--- src/rtl/regbank_dump_ctrl_pkg.sv ---
// Shared definitions for the register-bank dump sequencer.
//   dump_state_e : sequencer states (idle, settle, header, latch, send, finish)
//   DumpDataW    : default register width
//   DumpHeader   : default first byte of every dump
package regbank_dump_ctrl_pkg;

    typedef enum logic [2:0] {
        StIdle   = 3'd0,
        StSettle = 3'd1,
        StHdr    = 3'd2,
        StLatch  = 3'd3,
        StSend   = 3'd4,
        StFin    = 3'd5
    } dump_state_e;

    localparam int unsigned DumpDataW  = 32;
    localparam logic [7:0]  DumpHeader = 8'hA5;

endpackage

--- src/rtl/regbank_dump_ctrl.sv ---
// Debug sequencer that freezes the pipeline and streams the whole register bank out as bytes.
// Sequence: header byte, then each register MSB byte first, over a valid/ready byte link.
// Ports:
//   clock, reset  : rising-edge clock, synchronous active-high reset
//   start         : one-cycle dump request (ignored while a dump is running)
//   stall_req     : held high for the whole dump, ORed into the pipeline stall
//   addr_async    : register bank asynchronous read address
//   data_async    : register bank asynchronous read data for addr_async
//   tx_valid/tx_data/tx_ready : byte stream toward the UART transmitter
//   busy          : dump in progress
//   done          : one-cycle pulse after the final byte is accepted
module regbank_dump_ctrl
    import regbank_dump_ctrl_pkg::*;
#(
    parameter int unsigned NUM_REGS      = 32,
    parameter int unsigned ADDR_W        = 5,
    parameter int unsigned DATA_W        = DumpDataW,
    parameter int unsigned SETTLE_CYCLES = 2,
    parameter logic [7:0]  HEADER        = DumpHeader
) (
    input  logic              clock,
    input  logic              reset,
    input  logic              start,
    output logic              stall_req,
    output logic [ADDR_W-1:0] addr_async,
    input  logic [DATA_W-1:0] data_async,
    output logic              tx_valid,
    output logic [7:0]        tx_data,
    input  logic              tx_ready,
    output logic              busy,
    output logic              done
);

    localparam int unsigned NumBytes = DATA_W / 8;
    localparam int unsigned ByteW    = (NumBytes > 1) ? $clog2(NumBytes) : 1;

    localparam logic [3:0]        SettleInit = 4'(SETTLE_CYCLES);
    localparam logic [ByteW-1:0]  LastByte   = ByteW'(NumBytes - 1);
    localparam logic [ADDR_W-1:0] LastAddr   = ADDR_W'(NUM_REGS - 1);

    dump_state_e       state_q, state_d;
    logic [3:0]        settle_q, settle_d;
    logic [ADDR_W-1:0] addr_q, addr_d;
    logic [DATA_W-1:0] shift_q, shift_d, shift_next;
    logic [ByteW-1:0]  idx_q, idx_d;
    logic              stall_q, stall_d;
    logic              valid_q, valid_d;
    logic [7:0]        data_q, data_d;
    logic              busy_q, busy_d;
    logic              done_q, done_d;

    assign shift_next = shift_q << 8;

    always_comb begin
        state_d  = state_q;
        settle_d = settle_q;
        addr_d   = addr_q;
        shift_d  = shift_q;
        idx_d    = idx_q;
        stall_d  = stall_q;
        valid_d  = valid_q;
        data_d   = data_q;
        busy_d   = busy_q;
        done_d   = 1'b0;

        unique case (state_q)
            StIdle: begin
                if (start) begin
                    state_d  = StSettle;
                    stall_d  = 1'b1;
                    busy_d   = 1'b1;
                    settle_d = SettleInit;
                    addr_d   = '0;
                end
            end
            // Lets writebacks already in flight retire before any register is sampled.
            StSettle: begin
                if (settle_q == 4'd0) begin
                    state_d = StHdr;
                    valid_d = 1'b1;
                    data_d  = HEADER;
                end else begin
                    settle_d = settle_q - 4'd1;
                end
            end
            StHdr: begin
                if (tx_ready) begin
                    state_d = StLatch;
                    valid_d = 1'b0;
                end
            end
            // Outputs are registered, so the first byte comes straight from the read port.
            StLatch: begin
                shift_d = data_async;
                idx_d   = '0;
                valid_d = 1'b1;
                data_d  = data_async[DATA_W-1 -: 8];
                state_d = StSend;
            end
            StSend: begin
                if (tx_ready) begin
                    shift_d = shift_next;
                    idx_d   = idx_q + 1'b1;
                    data_d  = shift_next[DATA_W-1 -: 8];
                    if (idx_q == LastByte) begin
                        valid_d = 1'b0;
                        if (addr_q == LastAddr) begin
                            state_d = StFin;
                            done_d  = 1'b1;
                            stall_d = 1'b0;
                            busy_d  = 1'b0;
                        end else begin
                            addr_d  = addr_q + 1'b1;
                            state_d = StLatch;
                        end
                    end
                end
            end
            StFin: begin
                state_d = StIdle;
                addr_d  = '0;
            end
            default: state_d = StIdle;
        endcase
    end

    always_ff @(posedge clock) begin
        if (reset) begin
            state_q  <= StIdle;
            settle_q <= '0;
            addr_q   <= '0;
            shift_q  <= '0;
            idx_q    <= '0;
            stall_q  <= 1'b0;
            valid_q  <= 1'b0;
            data_q   <= '0;
            busy_q   <= 1'b0;
            done_q   <= 1'b0;
        end else begin
            state_q  <= state_d;
            settle_q <= settle_d;
            addr_q   <= addr_d;
            shift_q  <= shift_d;
            idx_q    <= idx_d;
            stall_q  <= stall_d;
            valid_q  <= valid_d;
            data_q   <= data_d;
            busy_q   <= busy_d;
            done_q   <= done_d;
        end
    end

    assign stall_req  = stall_q;
    assign addr_async = addr_q;
    assign tx_valid   = valid_q;
    assign tx_data    = data_q;
    assign busy       = busy_q;
    assign done       = done_q;

endmodule

--- config.mk ---
export PLATFORM = sky130hd
export DESIGN_NAME = regbank_dump_ctrl
export DESIGN_NICKNAME = d
export VERILOG_FILES = /design/src/rtl/regbank_dump_ctrl_pkg.sv /design/src/rtl/regbank_dump_ctrl.sv
export SDC_FILE = /design/constraint.sdc
export NUM_CORES = 1
export LEC_CHECK = 0
export BUFFER_PORTS_ARGS = -buffer_cell sky130_fd_sc_hd__buf_2
export CAP_MARGIN = 20
export CORE_MARGIN = 3
export CORE_UTILIZATION = 53
export CTS_BUF_LIST = sky130_fd_sc_hd__clkbuf_8 sky130_fd_sc_hd__clkbuf_16
export CTS_CLUSTER_DIAMETER = 40
export DETAILED_ROUTE_END_ITERATION = 10
export GPL_ROUTABILITY_DRIVEN = 0
export PLACE_DENSITY = 0.76
export SYNTH_ARGS = -nofsm -noshare
export SYNTH_HDL_FRONTEND = slang
export SYNTH_SLANG_ARGS = --single-unit
--- constraint.sdc ---
create_clock -name clock -period 2.53 [get_ports clock]
set_clock_uncertainty 0.05 [all_clocks]
set_input_delay 0.253 -clock clock [delete_from_list [all_inputs] [get_ports clock]]
set_output_delay 0.253 -clock clock [all_outputs]
set_load 0.01 [all_outputs]
==> run metrics, run 1 <==
die area between 5000 and 6000 um2; Cells after Synth 250; Pins Over Slew Limit 0; period utilisation layout 0.8020; Layout Nets around 340; CTS Sinks slightly below 50; post-route insts no fill about 340; relative slew slack 0.5925; GR Layer Usage met2 0.2867; met3 GRT Util 0.03463; Crit Path Category reg2reg; initial antenna violation count 0; syn_area_per_cell between 9 and 10 um2; yosys synthesis warning count 0; ys async rst share 0; RSZ-0062 raised after global routing no; DR pass1 iterations 4; Fin. Hold Viols 0; final global-route overflow total 0; starting DRC count in detailed routing 98; Post-DRT Antenna Nets 0; routed wire length approximately 4600 um; Setup crit start kind flop; die height 71.95 um; Area growth syn-to-layout 16.18%; total setup buffers inserted after CTS 0; dpl hpwl ~3200 um; most common cell after layout, fill and taps aside buf_2; P_leak roughly 1.1 nW; global router's overall resource usage 0.1934; Max Freq 0.4929 GHz; initial core utilization 0.5640; post-synthesis register bit count 49; Num CTS Buffers 5; min Tclk post-route 2.029 ns; global-route wire length before repair 7859 um; outcome complete, no violations; clk_lat worst skew 0.30 ns; total number of vias around 1900; chip width roughly 70 um; Seq/Total Area, Yosys 0.4256; number of global-route vias before repair approximately 1800; post-route cell area around 2700 um2; placed cell area approximately 2600 um2; met1 GRT Util 0.2718; Max Cap Viol 0; layout cell share with drive strength beyond 1 0.2517; placed insts 336; I/O Buffers 52; measured slew at the worst slew-check pin ~0.61 ns; # H-tree levels 2; Cell Pwr Density ~900 nW/um2; Top Ports between 50 and 60; pin count of the biggest net entering global routing 39; CTS resizes 0; syn_nets between 200 and 300; WHS roughly 0.15 ns; # diodes 0; post-DR vias/cell between 5 and 6; post-synthesis cell area 2305 um2; crit path max fanout 7; Peak VDD IR between 0.4 and 0.5 mV; GR peak layer met2; CP arrival 2.16 ns; clock buffer depth 2; most frequent cells in the layout buf_2 (52), nor2_1 (51), dfxtp_1 (49); Clk pin slew, worst setup/hold paths 0.08 ns; Setup-failing EPs final 0; WP data required roughly 2.7 ns; CTS tree done; number of flops mapped to enable cells by yosys 0; WL/cell around 13 um; hold buffers post-CTS 0; row cnt 23; unique cell type count in the Yosys netlist 41; Worst Setup End Kind flop; Core ar. 4086 um2; CTS root buffer clkbuf_8; Most used DFF post-synth dfxtp_1; DRC Markers 0; Hold Crit Class in2reg; Setup TNS Final 0 ns
## where the power goes
group	internal, mW	switching (mW)	total [mW]
registers	0.937	0.125	1.06
logic	0.344	0.440	0.784
clock network	0.318	0.252	0.570
total	1.60	0.818	2.42
## sequential cells by signal, summed over array words and instances, names as in the netlist
signal and count:
done 1, state_q 3, settle_q 4, tx_valid 1
shift_q 24, idx_q 2, tx_data 8, busy 1
addr_async 5
## cell usage after synthesis, drive strengths merged (5+ instances only)
cell type	number	share of area
a211oi	20	0.069
a21oi	9	0.021
a22oi	13	0.042
buf	13	0.037
clkbuf	6	0.0098
dfxtp	49	0.43
ha	6	0.033
mux2i	16	0.069
nand2	11	0.018
nand3	9	0.020
nor2	51	0.083
nor3	5	0.011
## layer usage
layer | vias up | wire, um
li1 | 990 | -
met2 | 51 | 2089
met1 | 888 | 2247
met4 | 0 | 46
met3 | 4 | 246
met5 | - | 0
## logic make-up after synthesis
family	synth area share
flip-flops	0.4256
adder cells (fa/ha/maj)	0.03257
AO/OA/AOI/OAI	0.1846
XOR/XNOR	0.01520
AND/OR/NAND/NOR	0.2193
multiplexers	0.06949
buffers and inverters	0.05320
## cell type report
type	count	area, um2
clock buffers	6	82.58
clock inverters	2	33.78
fillers	372	1409
inverters	4	15.01
multi-input cells	178	1207
flip-flops and latches	49	980.9
well taps	50	62.56
repair buffers	55	295.3
## final timing paths
check	start	end	slack, ns	cells after the start
worst max-delay path	addr_async[0]	addr_async[1]	0.50	7
worst min-delay path	data_async[3]	shift_q[3]	0.15	3
worst max register to register	addr_async[0]	addr_async[1]	0.50	7
worst min register to register	tx_data[1]	tx_data[1]	0.45	2
## metrics by stage
| step | total power [mW] | utilization | setup WS, ns |
|---|---|---|---|
| 6_report | 2.417 | 0.6552 | 0.5010 |
| 3_5_place_dp | 1.870 | 0.6268 | 0.5382 |
| 3_3_place_gp | 1.847 | 0.6268 | 0.6016 |
| 5_1_grt | 2.599 | 0.6552 | 0.2915 |
| 2_1_floorplan | 1.695 | - | 0.6806 |
| 4_1_cts | 2.446 | 0.6552 | 0.5200 |
## worst max-delay path, cell delays in order, from the launching register on
cell and delay (ns):
dfxtp_1 0.40, ha_1 0.20, and3_1 0.20, ha_1 0.24, and3b_1 0.19, o21ai_1 0.40
a21o_1 0.18, a21oi_1 0.05
Note: power is estimated with default switching activity, not from simulation.
==> run 2: changes to the inputs <==
Settings changed: ABC_AREA set to 1, CORE_UTILIZATION 53 to 48, PLACE_DENSITY 0.76 to 0.72.
Clock period 2.53 ns to 1.85 ns, I/O delays scaled along.
==> run 2 against run 1 <==
Net effect:
- sequential power increased by 53%
- via count grew 20%
- combinational power rose to 2.7 times the previous value
- worst hold slack got worse by 0.078 ns
- worst setup slack got worse by 0.29 ns
- sequential share of layout area is 2.1 points lower
- power increased by 87%
- cell count rose by 37%
- critical path depth up 2
- routed wire length up 14%
- global-route usage decreased by 0.48 points
- die area is 13% higher
- critical path type unchanged
- largest cell class unchanged
- highest routed layer unchanged
==> run metrics, run 2 <==
Layout Nets 448 (+34%); top-count cell post-synth nand2_1; Setup crit start kind flop; post-DR vias/cell 4.909 (-13%); critical hold path startpoint data_async[6]; Commonest cells post-synth nand2_1 (108), nor2_1 (55), dfxtp_1 (49); most frequent cells in the layout nand2_1 (107), nor2_1 (54), buf_2 (52); share of the synthesized area in the top cell type 0.4133 (-0.01234); cell accounting for the most synthesized area dfxtp_1; Max Cap Viol 0 (unchanged); Cell Pwr Density 1588 nW/um2 (+76%); Worst Setup End Kind flop; Fin. Hold Viols 0 (unchanged); DRC Markers 0 (unchanged); number of flops mapped to enable cells by yosys 0 (unchanged); FF-to-FF setup slack 0.21 ns (-0.29 ns); CTS root buffer clkbuf_8; post-route insts no fill 472 (+37%); sw frac 0.4129 (+0.07452); P_int 2.648 mW (+66%); Hold Crit Class in2reg; outcome complete, no violations; Post-DRT Antenna Nets 0 (unchanged); CP max stage cell dfxtp_2; global-route wire length before repair 9294 um (+18%); pin count of the biggest net entering global routing 30 (-23%); NetSw 1.862 mW (+130%); Peak VDD IR 0.8637 mV (+100%); placed insts 464 (+38%); min Tclk post-route 1.639 ns (-0.3895 ns); syn_nets 393 (+35%); # fillers 456 (+23%); dpl hpwl 3948 um (+24%); R2R depth 9 (+2); CP dominant cell by count nand2_1; Hold Path Depth 3 (unchanged); post-route cell area 2840 um2 (+6.1%); die area 5825 um2 (+13%); P_leak 1.336 nW (+27%); measured slew at the worst slew-check pin 0.2988 ns (-0.3125 ns); ys async rst share 0 (unchanged); Top reg by flops shift_q; period utilisation layout 0.8862 (+0.08423); Core ar. 4564 um2 (+12%); Area growth syn-to-layout 19.66%; crit path max fanout 8 (+1); yosys synthesis warning count 0 (unchanged); total setup buffers inserted after CTS 0 (unchanged); starting DRC count in detailed routing 136 (+39%); initial antenna violation count 0 (unchanged); RR Endpoint addr_async[2]; number of global-route vias before repair 2115 (+20%); # H-tree levels 2 (unchanged); most common cell after layout, fill and taps aside nand2_1; CTS Sinks 49 (unchanged); clk_lat worst skew 0.30 ns (about the same); Clk pin slew, worst setup/hold paths 0.09 ns (about the same); global router's overall resource usage 0.1886 (-0.004784); Hold Path End shift_q[6]; initial core utilization 0.5200 (-0.04398); delay-heaviest family, CP simple AND/OR/NAND/NOR gates; clock network fraction of total power 0.175 (-0.061); chip width 76.32 um (+6.1%); Seq/Total Area, Yosys 0.4133 (-0.01234); WP data required 2.03 ns (-0.64 ns); die height 76.32 um (+6.1%); total number of vias 2317 (+20%); Most used DFF post-synth dfxtp_1; Max Freq 0.6100 GHz (+24%); CP bufs+invs 0 (unchanged); top post-synthesis cells by area dfxtp_1 (41%), nand2_1 (17%), nor2_1 (8.7%); placed cell area 2714 um2 (+6.0%); RSZ-0062 raised after global routing no; I/O Buffers 52 (unchanged); register area 982.2 um2 (+0.13%); CP arrival 1.82 ns (-0.34 ns); flip-flop count of the largest register after layout 24 (unchanged); Num CTS Buffers 5 (unchanged); Cells after Synth 351 (+40%); WL/cell 11.17 um (-17%); Setup TNS Final 0 ns (unchanged); Setup-failing EPs final 0 (unchanged); Top Ports 53 (unchanged); WHS 0.07169 ns (-0.07792 ns); Pins Over Slew Limit 0 (unchanged); syn_area_per_cell 6.762 um2 (-27%); Power Total 4.510 mW (+87%); post-synthesis cell area 2374 um2 (+3.0%); R2R Path Start addr_async[0]; Crit Path Category reg2reg; unique cell type count in the Yosys netlist 24 (-41%); final global-route overflow total 0 (unchanged); DR pass1 iterations 5 (+1); CTS tree done; post-synthesis register bit count 49 (unchanged); critical path, cell by cell ha_1, nand2_1, nor2_2, ha_1, nand2_1, nand2_2, nor2_4, nand2_1, a21oi_1; Seq pwr share 0.359 (-0.080); relative slew slack 0.8006 (+0.2081); clock buffer depth 2 (unchanged); power share of the combinational group 0.467 (+0.143); routed wire length 5274 um (+14%); # diodes 0 (unchanged); layout cell share with drive strength beyond 1 0.2015 (-0.05023); row cnt 24 (+4.3%); Worst path max stage delay 0.35 ns (-0.05 ns); Multi-input gate area 1226 um2 (+1.6%)
-- run 2: changes by cell type in the layout (fill, tap and decap cells not counted), sizes merged, moves of 3 or more --
cell | previous run | this run
mux2i | 16 | 0
inv | 5 | 20
a21oi | 9 | 25
a31oi | 3 | 8
o21ai | 1 | 37
nor3b | 4 | 1
a211oi | 20 | 0
nor4 | 4 | 0
a22oi | 13 | 0
nand2 | 11 | 111
xor2 | 3 | 0
buf | 55 | 63
nor2 | 51 | 58
nand3 | 9 | 13
-- run 2: power groups by stage --
stage / sequential (mW) / combinational, mW / clock (mW)
floorplan: 1.68 / 1.53 / 0
global placement: 1.63 / 2.07 / 0
detailed placement: 1.64 / 2.09 / 0
CTS: 1.62 / 2.11 / 0.805
global route: 1.67 / 2.44 / 0.851
finish: 1.62 / 2.11 / 0.787
-- run 2: what timing repair did --
action                     4_1_cts  5_1_grt
setup endpoints to repair        0        2
hold buffers                     0        0
gates resized for setup          0        3
-- run 2: worst max-delay path by stage --
stage / from / to / slack, ns / depth (start not counted)
floorplan: addr_async[0] / addr_async[0] / 0.30 / 9
global placement: addr_async[0] / addr_async[0] / 0.25 / 9
detailed placement: addr_async[0] / addr_async[0] / 0.14 / 9
CTS: addr_async[0] / addr_async[0] / 0.13 / 9
global route: state_q[2] / state_q[2] / 0.007 / 8
finish: addr_async[0] / addr_async[2] / 0.21 / 9
-- run 2: metrics by stage --
stage               worst slack [ns]  utilization
global placement              0.2549       0.5946
CTS                           0.1292       0.6209
floorplan                     0.2952            -
finish                        0.2105       0.6223
detailed placement            0.1400       0.5946
global route                0.006815       0.6223
-- run 2: metal layers --
metal  GRT usage  vias to the layer above  part of all wire
met4     0.05254                        0             0.013
li1            -                     1241                 -
met5           0                        -                 0
met2      0.3137                       65              0.45
met3     0.04728                        7             0.052
met1      0.2423                     1004              0.48
-- run 2: logic make-up after synthesis --
kind of cell             share of synthesized area
flip-flops                                  0.4133
buffers and inverters                      0.07222
AO/OA/AOI/OAI                               0.1550
AND/OR/NAND/NOR                             0.3279
adder cells (fa/ha/maj)                    0.03163
-- run 2: final cells by class --
cell class                      instances  share of cell area
Sequential cell                        49              0.3458
Clock inverter                          2             0.01322
Clock buffer                            6             0.02907
Tap cell                               65             0.02863
Timing Repair Buffer                   63              0.1251
Inverter                               20             0.02643
Multi-Input combinational cell        267              0.4317
-- run 2: tightest hold or removal path, cell delays in order --
cell	delay [ns]
buf_2	0.09
nand2_1	0.05
a21oi_1	0.05
==> run 3: changes to the inputs <==
Clock period 1.85 ns to 1.5 ns, I/O delays scaled along.
==> run 3 against run 2 <==
Net effect:
- critical path depth shrank 2
- global-route usage shrank 0.34 points
- power grew 38%
- sequential share of layout area shrank 2.7 points
- core utilization grew 5.9 points
- highest routed layer unchanged
- largest power group unchanged
- maximum frequency grew 11%
- critical endpoint is now shift_q[17]
- sequential cell count is the same
- die area is the same
==> run metrics, run 3 (synthesized netlist as in run 2, its figures left out) <==
CTS root buffer clkbuf_8; outcome complete, no violations; Max Freq 0.6776 GHz (+11%); measured slew at the worst slew-check pin 0.2885 ns (-0.01028 ns); clk_lat worst skew 0.31 ns (about the same); Worst Setup End Kind flop; Hold Crit Class in2reg; CP arrival 1.63 ns (-0.19 ns); Max Cap Viol 0 (unchanged); R2R depth 7 (-2); Top Ports 53 (unchanged); Peak VDD IR 1.124 mV (+30%); chip width 76.32 um (unchanged); Cell Pwr Density 1995 nW/um2 (+26%); die area 5825 um2 (unchanged); number of global-route vias before repair 2055 (-2.8%); # H-tree levels 2 (unchanged); routed wire length 5622 um (+6.6%); Setup crit start kind flop; Area growth syn-to-layout 31.05%; global-route wire length before repair 9073 um (-2.4%); WL/cell 11.47 um (+2.7%); crit path max fanout 16 (+8); min Tclk post-route 1.476 ns (-0.1636 ns); Core Util, Final 0.6815 (+0.05921); FF-to-FF setup slack 0.02 ns (-0.19 ns); RR Endpoint shift_q[17]; placed insts 473 (+1.9%); clock buffer depth 2 (unchanged); I/O Buffers 52 (unchanged); row cnt 24 (unchanged); CTS Sinks 49 (unchanged); Num CTS Buffers 5 (unchanged); total number of vias 2415 (+4.2%); R2R Path Start state_q[1]; Setup-failing EPs final 0 (unchanged); Clk pin slew, worst setup/hold paths 0.09 ns (about the same); WP data required 1.66 ns (-0.37 ns); final global-route overflow total 0 (unchanged); # fillers 416 (-8.8%); # diodes 0 (unchanged); layout cell share with drive strength beyond 1 0.2941 (+0.09264); most common cell after layout, fill and taps aside nand2_1; post-route insts no fill 490 (+3.8%); Layout Nets 466 (+4.0%); pin count of the biggest net entering global routing 33 (+10%); die height 76.32 um (unchanged); post-route cell area 3110 um2 (+9.5%); dpl hpwl 3896 um (-1.3%); DRC Markers 0 (unchanged); Worst Setup EP shift_q[17]; most frequent cells in the layout nand2_1 (99), nor2_1 (53), buf_2 (52); Core ar. 4564 um2 (unchanged); initial antenna violation count 0 (unchanged); Fin. Hold Viols 0 (unchanged); global router's overall resource usage 0.1853 (-0.003354); Post-DRT Antenna Nets 0 (unchanged); flip-flop count of the largest register after layout 24 (unchanged); relative slew slack 0.8076 (+0.007074); placed cell area 2796 um2 (+3.0%); Pins Over Slew Limit 0 (unchanged); starting DRC count in detailed routing 82 (-40%); Crit Path Category reg2reg; CTS tree done; critical path launch point state_q[1]; Multi-input gate area 1304 um2 (+6.3%); WHS 0.03131 ns (-0.04039 ns); P_leak 1.455 nW (+8.9%); DR pass1 iterations 4 (-1); period utilisation layout 0.9839 (+0.09774); initial core utilization 0.5200 (unchanged); Top reg by flops shift_q; post-DR vias/cell 4.929 (+0.40%); register area 992.2 um2 (+1.0%)
run 3: worst max-delay path, stage by stage, from the launching register on:
cell and delay, ns:
dfxtp_2 0.37, nor2_4 0.17, nand2_2 0.11, nand2_2 0.15, nand2_8 0.09, clkbuf_16 0.18, o21ai_0 0.20, nor2_1 0.06
run 3: stage by stage:
stage	power (mW)	setup slack (ns)	TNS, ns
floorplan	3.958	0.007690	0
global placement	4.733	0.01023	0
detailed placement	4.788	-0.02087	-0.07223
CTS	5.791	0.005967	0
global route	6.734	-0.04373	-0.1829
finish	6.205	0.02410	0
run 3: worst min-delay path by stage:
stage             startpoint             to  slack, ns  cells after the start
5_1_grt        data_async[5]     shift_q[5]       0.04                      3
6_report       data_async[6]     shift_q[6]       0.03                      3
4_1_cts        data_async[6]     shift_q[6]       0.03                      3
3_3_place_gp   data_async[0]     shift_q[0]       0.35                      3
3_5_place_dp   data_async[1]     shift_q[1]       0.36                      3
2_1_floorplan          reset  addr_async[2]       0.17                      1
run 3: area by class of cell:
| class | count | share of cell area |
|---|---|---|
| clock buffer | 6 | 0.02655 |
| clock inverter | 2 | 0.01207 |
| multi-input combinational | 267 | 0.4191 |
| timing repair buffer | 81 | 0.1730 |
| sequential | 49 | 0.3190 |
| inverter | 20 | 0.02414 |
| tap | 65 | 0.02615 |
run 3: metal layers:
layer | GRT usage | share of wire | vias up
li1 | - | - | 1280
met1 | 0.2384 | 0.47 | 1059
met2 | 0.3014 | 0.46 | 69
met3 | 0.03783 | 0.058 | 7
met4 | 0.07790 | 0.015 | 0
met5 | 0 | 0 | -
run 3: power breakdown:
group / internal, mW / leakage (nW) / switching (mW)
Sequential: 1.76 / 0.404 / 0.261
Clock: 0.542 / 0.0574 / 0.452
Combinational: 1.38 / 0.994 / 1.81
run 3: repair_timing:
| item | CTS | global route |
|---|---|---|
| pin swaps | 3 | 12 |
| gates cloned | 0 | 2 |
| endpoints found under the hold margin | 0 | 0 |
| hold buffers | 0 | 0 |
| gates resized for setup | 5 | 31 |
| buffers inserted | 0 | 7 |
| endpoints found under the setup margin | 5 | 42 |
